### src/rtl/somatorio_pkg.sv
// Shared types and helpers for the somatorio datapath.
package somatorio_pkg;

    typedef enum logic [1:0] {
        StIdle = 2'd0,
        StAcum = 2'd1,
        StFim  = 2'd2
    } estado_t;

    // Wide enough for any practical WIDTH; callers keep the low WIDTH bits.
    typedef struct packed {
        logic [63:0] max_v;
        logic [63:0] min_v;
    } sat_limits_t;

    // Two's-complement limits for a signed value of the given width.
    function automatic sat_limits_t sat_limits(input int unsigned width);
        sat_limits_t lim;
        lim.max_v = (64'd1 << (width - 1)) - 64'd1;
        // -2^(w-1) is the bitwise complement of 2^(w-1)-1.
        lim.min_v = ~lim.max_v;
        return lim;
    endfunction

endpackage

### src/rtl/somador_sat.sv
// Combinational signed adder with optional saturation and overflow detect.
module somador_sat
    import somatorio_pkg::*;
#(
    parameter int unsigned WIDTH    = 6,
    parameter int unsigned SATURATE = 0
) (
    input  logic [WIDTH-1:0] a,
    input  logic [WIDTH-1:0] b,
    output logic [WIDTH-1:0] soma,
    output logic             ovf_step
);

    localparam sat_limits_t     Lim    = sat_limits(WIDTH);
    localparam logic [63:0]     LimMax = Lim.max_v;
    localparam logic [63:0]     LimMin = Lim.min_v;
    localparam logic [WIDTH-1:0] MaxV  = LimMax[WIDTH-1:0];
    localparam logic [WIDTH-1:0] MinV  = LimMin[WIDTH-1:0];

    logic [WIDTH-1:0] raw;

    // Raw sum, overflow when same-sign operands produce a different-sign result.
    always_comb begin
        raw      = a + b;
        ovf_step = (a[WIDTH-1] == b[WIDTH-1]) && (raw[WIDTH-1] != a[WIDTH-1]);
        soma     = raw;
        if ((SATURATE != 0) && ovf_step) begin
            soma = a[WIDTH-1] ? MinV : MaxV;
        end
    end

endmodule

### src/rtl/somador_sequencial_param.sv
// Sequential signed accumulator: sums NUM_TERMS handshaked samples per start.
module somador_sequencial_param
    import somatorio_pkg::*;
#(
    parameter int unsigned WIDTH     = 6,
    parameter int unsigned NUM_TERMS = 3,
    parameter int unsigned SATURATE  = 0
) (
    input  logic             clk,
    input  logic             reset,
    input  logic             inicio,
    input  logic [WIDTH-1:0] valor,
    input  logic             valor_valido,
    output logic             valor_pronto,
    output logic             pronto,
    output logic             concluido,
    output logic [WIDTH-1:0] soma,
    output logic             overflow
);

    localparam int unsigned     CntW    = $clog2(NUM_TERMS + 1);
    localparam logic [CntW-1:0] LastCnt = CntW'(NUM_TERMS - 1);

    estado_t          state_q, state_d;
    logic [WIDTH-1:0] acc_q, acc_d;
    logic             ovf_acc_q, ovf_acc_d;
    logic [CntW-1:0]  count_q, count_d;
    logic [WIDTH-1:0] soma_q, soma_d;
    logic             overflow_q, overflow_d;

    logic [WIDTH-1:0] acc_sum;
    logic             ovf_step;

    somador_sat #(
        .WIDTH    (WIDTH),
        .SATURATE (SATURATE)
    ) u_somador_sat (
        .a        (acc_q),
        .b        (valor),
        .soma     (acc_sum),
        .ovf_step (ovf_step)
    );

    // State and datapath registers; reset aborts any operation in flight.
    always_ff @(posedge clk or posedge reset) begin
        if (reset) begin
            state_q    <= StIdle;
            acc_q      <= '0;
            ovf_acc_q  <= 1'b0;
            count_q    <= '0;
            soma_q     <= '0;
            overflow_q <= 1'b0;
        end else begin
            state_q    <= state_d;
            acc_q      <= acc_d;
            ovf_acc_q  <= ovf_acc_d;
            count_q    <= count_d;
            soma_q     <= soma_d;
            overflow_q <= overflow_d;
        end
    end

    // Next-state and datapath update; everything holds unless a transition acts.
    always_comb begin
        state_d    = state_q;
        acc_d      = acc_q;
        ovf_acc_d  = ovf_acc_q;
        count_d    = count_q;
        soma_d     = soma_q;
        overflow_d = overflow_q;
        case (state_q)
            StIdle: begin
                if (inicio) begin
                    state_d   = StAcum;
                    acc_d     = '0;
                    ovf_acc_d = 1'b0;
                    count_d   = '0;
                end
            end
            StAcum: begin
                if (valor_valido) begin
                    acc_d     = acc_sum;
                    ovf_acc_d = ovf_acc_q | ovf_step;
                    count_d   = count_q + CntW'(1);
                    if (count_q == LastCnt) begin
                        state_d    = StFim;
                        soma_d     = acc_sum;
                        overflow_d = ovf_acc_q | ovf_step;
                    end
                end
            end
            StFim: begin
                state_d = StIdle;
            end
            default: begin
                state_d = StIdle;
            end
        endcase
    end

    // Outputs decoded from registers only.
    always_comb begin
        pronto       = (state_q == StIdle);
        valor_pronto = (state_q == StAcum);
        concluido    = (state_q == StFim);
        soma         = soma_q;
        overflow     = overflow_q;
    end

endmodule

### config.mk
export PLATFORM = sky130hd
export DESIGN_NAME = somador_sequencial_param
export DESIGN_NICKNAME = d
export VERILOG_FILES = /design/src/rtl/somatorio_pkg.sv /design/src/rtl/somador_sat.sv /design/src/rtl/somador_sequencial_param.sv
export SDC_FILE = /design/constraint.sdc
export NUM_CORES = 1
export LEC_CHECK = 0
export CORE_UTILIZATION = 40
export CTS_CLUSTER_DIAMETER = 60
export DETAILED_ROUTE_END_ITERATION = 6
export SYNTH_ARGS = -nofsm -noshare
export SYNTH_HDL_FRONTEND = slang
export SYNTH_HIERARCHICAL = 1
export SYNTH_SLANG_ARGS = --single-unit
### constraint.sdc
create_clock -name clk -period 3.9 [get_ports clk]
set_input_delay 0.78 -clock clk [delete_from_list [all_inputs] [get_ports clk]]
set_output_delay 0.78 -clock clk [all_outputs]
set_load 0.05 [all_outputs]
==> run metrics, run 1 <==
WP buf/inv=1; top cells by area, synth=dfrtp_1, o221ai_1, ha_1; Setup crit start=state_q[0]; vias in the first global route=787; Placed Area=1270 um2; Setup crit start kind=flop; sw frac=46.4%; main flop type after synthesis=dfrtp_1; Worst Skew=1.84 ps; period utilisation layout=75.6%; cell with the most instances after synthesis=dfrtp_1; Final #Nets=138; Pwr per Cell Area=883 nW/um2; cell depth of the worst setup path=2; cts hold-fix bufs=0; total design power=1.16 mW; HP Class=reg -> reg; number of flops mapped to enable cells by yosys=0; synthesized area=1070 um2; Synth top area share=42.1%; CP max-delay cell=dfrtp_1; DR vias=788; drt total wl=2070 um; largest net degree at the start of global routing=25; synthesis-stage register bit count=18; worst reg2reg startpoint=acc_q[1]; Final Hold Viols=0; Seq/Total Area, Yosys=42.1%; flop2flop setup slack=1960 ps; top post-synthesis cells by count=dfrtp_1, inv_1, nand2_1, o221ai_1, nand3b_1; worst endpoint required time=3120 ps; final core occ=52.4%; RSZ-0062 raised after global routing=no; Design Area, Final=1310 um2; Die Y=53.7 um; Rows=18; Crit Path Max Fanout=24; CTS tree=yes; Leak Pwr=0.614 nW; DPL Wire Length=1420 um; Worst R2R End=acc_q[5]; # resized after CTS=0; syn nets=119; initial DRC count=7; CP peak stage delay=860 ps; Worst-path clk slew=110 ps; Synth area leader=dfrtp_1; P_int=0.620 mW; GRT Util Overall=17.6%; dpl ws=1140 ps; sequential share of power=32.1%; final global-route overflow total=0; Max-Cap Viols=0; hold path depth=1; clk root buf=clkbuf_4; synth unique cells=26; DRC=0; Longest Clk Path Bufs=2; via count normalized by instance count=5.25; WL/cell=13.8 um; Cells after Synth=102; asr flop ratio synth=100%; share of total power in combinational logic=57.5%; share of cells above drive strength 1=12.5%; global-route wire length before repair=3520 um; Slew headroom=48.8%; cell chain of the critical path=nor2b_1 > clkdlybuf4s50_1; H-tree levels=1; Area growth syn-to-layout=22.3%; fillers=232; clk sinks=18; Buffers on Ports=19; Sw Pwr=0.536 mW; CTS buffer count=3; initial core utilization=42.8%; delay-heaviest family, CP=flip-flops; RePlAce Congestion=0.708; number of diodes=0; Worst Setup End Kind=output pin; Die Width=53.7 um; Reg2Reg Depth=7; Final Setup Violations=0; Die Area=2890 um2; initial antenna violation count=0; Slew Viols, Final=0; Post-CTS Repair Setup Buffers=0; Worst Setup EP=valor_pronto; run status=finished clean; Max IR drop VDD=0.000458 V; final worst slack=951 ps; YS warnings=6; Setup CP Type=reg -> out; IO Count=20; Syn Area/Cell=10.5 um2; final setup TNS=0 ps; worst-skew pair later-pin latency=300 ps; first drt pass iteration count=4; crit path time final=2950 ps; antenna-violating nets left=0; clock share of power=10.4%; critical path arrival=2170 ps; worst slew pin tran=768 ps; Core ar.=2500 um2; Fmax achieved=0.339 GHz
-- through the flow --
stage / hold WS [ps] / cells
after global routing: 539 / 150
after global placement: 490 / 146
after CTS: 522 / 150
after detailed placement: 496 / 146
final: 517 / 150
after floorplan: 479 / 102
-- sequential cells by signal (all words and copies together), names as in the netlist --
name / count
acc_q: 6
count_q: 2
overflow: 1
ovf_acc_q: 1
soma: 6
state_q: 2
-- logic make-up (layout without fill, tap and decap cells) --
| group | Yosys count | in the layout | synth area share [%] |
|---|---|---|---|
| AOI/OAI and AO/OA | 15 | 15 | 11.8 |
| xor gates and xnor gates | 5 | 5 | 4.09 |
| adders and majority gates | 7 | 7 | 8.88 |
| buffers and inverters | 17 | 35 | 6.54 |
| DFF | 18 | 18 | 42.1 |
| muxes | 8 | 8 | 8.18 |
| and+or+nand+nor | 32 | 32 | 18.5 |
-- layout by cell type (no fill, tap or decap), drive strengths merged, types with 2 or more instances in the layout --
cell            n
nand3b          8
clkbuf          4
mux2            6
o221ai          9
mux2i           2
dfrtp          18
nand2b          2
clkdlybuf4s50  19
a21oi           3
xnor2           4
inv            12
ha              6
nor2            3
nor2b           5
nand2           9
-- worst reg2reg max path, cell delays in order (launching register included) --
cell	delay [ps]
dfrtp_1	440
ha_1	310
a21oi_1	130
nor2b_1	80
a311o_2	420
xnor2_1	210
nand2_1	70
o221ai_1	190
-- layer usage --
layer,vias up,share of wire (%),GRT usage (%)
li1,388,-,-
met3,4,3.2,3.67
met5,-,0,0
met2,13,49,28.8
met4,0,1.1,6.58
met1,383,47,22.5
-- power by group through the flow --
stage | sequential [mW] | clock [mW] | combinational (mW)
after global placement | 0.372 | 0 | 0.664
final | 0.371 | 0.120 | 0.665
after global routing | 0.391 | 0.135 | 0.727
after detailed placement | 0.377 | 0 | 0.669
after floorplan | 0.467 | 0 | 0.405
after CTS | 0.372 | 0.125 | 0.673
-- cell type report --
cell class                 instances  area (um2)  area share (%)
clock buffer                       4        36.3            2.77
tap                               30        37.5            2.87
inverter                          12        45.0            3.44
timing repair buffer              19         190            14.5
multi-input combinational         67         551            42.0
sequential                        18         450            34.4
-- worst min path at each step --
stage,end,start
floorplan,ovf_acc_q,ovf_acc_q
global placement,soma[2],soma[2]
detailed placement,soma[0],soma[0]
CTS,soma[0],soma[0]
global route,soma[0],soma[0]
finish,soma[0],soma[0]
No activity file was read; power rests on OpenSTA's default activity.
==> run 2, diff against run 1 <==
- clock period: 3.9 -> 2.82 ns (I/O delays scaled with it)
==> run 2 against run 1 <==
Effect of this change:
- hold slack improved by 0.88 ps
- global-route usage grew 0.31 points
- register-to-register slack worse by 1100 ps
- clock-buffer cell count stayed put
- final cell count up 0.67%
- via count fell by 1.8%
- combinational power rose by 47%
- worst setup slack worse by 370 ps
- sequential power increased by 27%
- design area grew 0.57%
- sequential share of layout area fell by 0.20 points
==> run metrics, run 2 (synthesized netlist as in run 1, its figures left out) <==
run status=finished clean; DRC=0 (unchanged); Final Setup Violations=0 (unchanged); worst-skew pair later-pin latency=300 ps (about the same); RePlAce Congestion=0.708 (about the same); cts hold-fix bufs=0 (unchanged); met1 Usage GRT=24.3% (+1.8 points); share of cells above drive strength 1=13.2% (+0.72 points); grt peak-use layer=met2; largest net degree at the start of global routing=22 (-12%); CP peak stage delay=810 ps (-50 ps); Slew Viols, Final=0 (unchanged); Rows=18 (unchanged); Die Y=53.7 um (unchanged); most common cell after layout, fill and taps aside=clkdlybuf4s50_1; vias in the first global route=789 (+0.25%); delay-heaviest family, CP=buffers and inverters; Final #Nets=139 (+0.72%); Core ar.=2500 um2 (unchanged); GRT Util Overall=17.9% (+0.31 points); initial antenna violation count=0 (unchanged); Reg2Reg Depth=7 (unchanged); most frequent cells in the layout=clkdlybuf4s50_1, dfrtp_1, inv_1, nand2_1, o221ai_1; dpl ws=328 ps (-813 ps); worst slew pin tran=698 ps (-69.8 ps); critical path arrival=1680 ps (-490 ps); Setup crit start kind=flop; Die Width=53.7 um (unchanged); hold path depth=1 (unchanged); CTS tree=yes; Worst-path clk slew=110 ps (about the same); Worst Setup End Kind=output pin; final global-route overflow total=0 (unchanged); GR met2 Demand/Resource=28.0% (-0.82 points); Post-CTS Repair Setup Buffers=0 (unchanged); DPL Wire Length=1480 um (+4.0%); Buffers on Ports=19 (unchanged); via count normalized by instance count=5.13 (-2.4%); Leak Pwr=0.619 nW (+0.73%); Setup CP Type=reg -> out; worst endpoint required time=2260 ps (-860 ps); HP Class=reg -> reg; clk sinks=18 (unchanged); Worst Skew=11.3 ps (+9.43 ps); WL/cell=14.1 um (+1.8%); CP max-delay cell=clkdlybuf4s50_1; Area growth syn-to-layout=23.0%; Max-Cap Viols=0 (unchanged); Longest Clk Path Bufs=2 (unchanged); cell depth of the worst setup path=2 (unchanged); clk root buf=clkbuf_4; Crit Path Max Fanout=7 (-71%); cell chain of the critical path=nor2b_1 > clkdlybuf4s50_1; antenna-violating nets left=0 (unchanged); WP buf/inv=1 (unchanged); first drt pass iteration count=4 (unchanged); IO Count=20 (unchanged); number of diodes=0 (unchanged); Pwr per Cell Area=1230 nW/um2 (+39%); final setup TNS=0 ps (unchanged); Max IR drop VDD=0.000744 V (+62%); CTS buffer count=3 (unchanged); initial core utilization=42.8% (unchanged); period utilisation layout=79.5%; Slew headroom=53.4% (+4.6 points); # resized after CTS=0 (unchanged); Die Area=2890 um2 (unchanged); final worst slack=579 ps (-372 ps); H-tree levels=1 (unchanged); Final Hold Viols=0 (unchanged); DR vias=774 (-1.8%); crit path time final=2240 ps; Fmax achieved=0.446 GHz; global-route wire length before repair=3590 um (+2.0%); fillers=223 (-3.9%); FF+latch area=450 um2 (unchanged); drt total wl=2120 um (+2.5%); met3 usage=2.54% (-1.1 points); multi-input logic area=551 um2 (unchanged); initial DRC count=9 (+2); RSZ-0062 raised after global routing=no
==> run 2: cell type report <==
| type | count | share of cell area [%] |
|---|---|---|
| inverter | 12 | 3.42 |
| multi-input combinational | 67 | 41.8 |
| tap | 30 | 2.85 |
| sequential | 18 | 34.2 |
| clock buffer | 4 | 2.75 |
| timing repair buffer | 20 | 15.0 |
==> run 2: path summary, 6_finish.rpt <==
path	slack (ps)	startpoint	to
min	520	soma[0]	soma[0]
min reg2reg	520	soma[0]	soma[0]
max	580	state_q[1]	concluido
max in group asynchronous	1710	reset	state_q[1]
max reg2reg	880	acc_q[3]	acc_q[5]
min in group asynchronous	660	reset	acc_q[2]
==> run 2: report_power, final <==
group          switching (mW)  internal [mW]  total [mW]
sequential             0.0903          0.381       0.472
clock                  0.0881         0.0787       0.167
combinational           0.572          0.407       0.979
==> run 2: worst reg2reg max path, delay by kind of cell (launching register included) <==
family	cells	cell delay, ps
xor gates and xnor gates	1	220
AOI/OAI and AO/OA	3	710
adders and majority gates	1	380
and+or+nand+nor	2	130
DFF	1	420
==> run 2: stage by stage <==
stage	hold WS (ps)	cells	utilization, %	cell area, um2	power [mW]
CTS	520	151	52.7	1320	1.63
floorplan	479	102	-	1070	1.21
finish	518	151	52.7	1320	1.62
detailed placement	495	147	51.3	1280	1.46
global route	529	151	52.7	1320	1.75
global placement	489	147	51.3	1280	1.44
==> run 2: per-layer routing <==
metal	up-vias	part of all wire [%]	wire, um
met5	-	0	0
met4	0	1.5	31
met3	4	2.1	44
met2	11	48	1010
met1	370	49	1030
li1	389	-	-
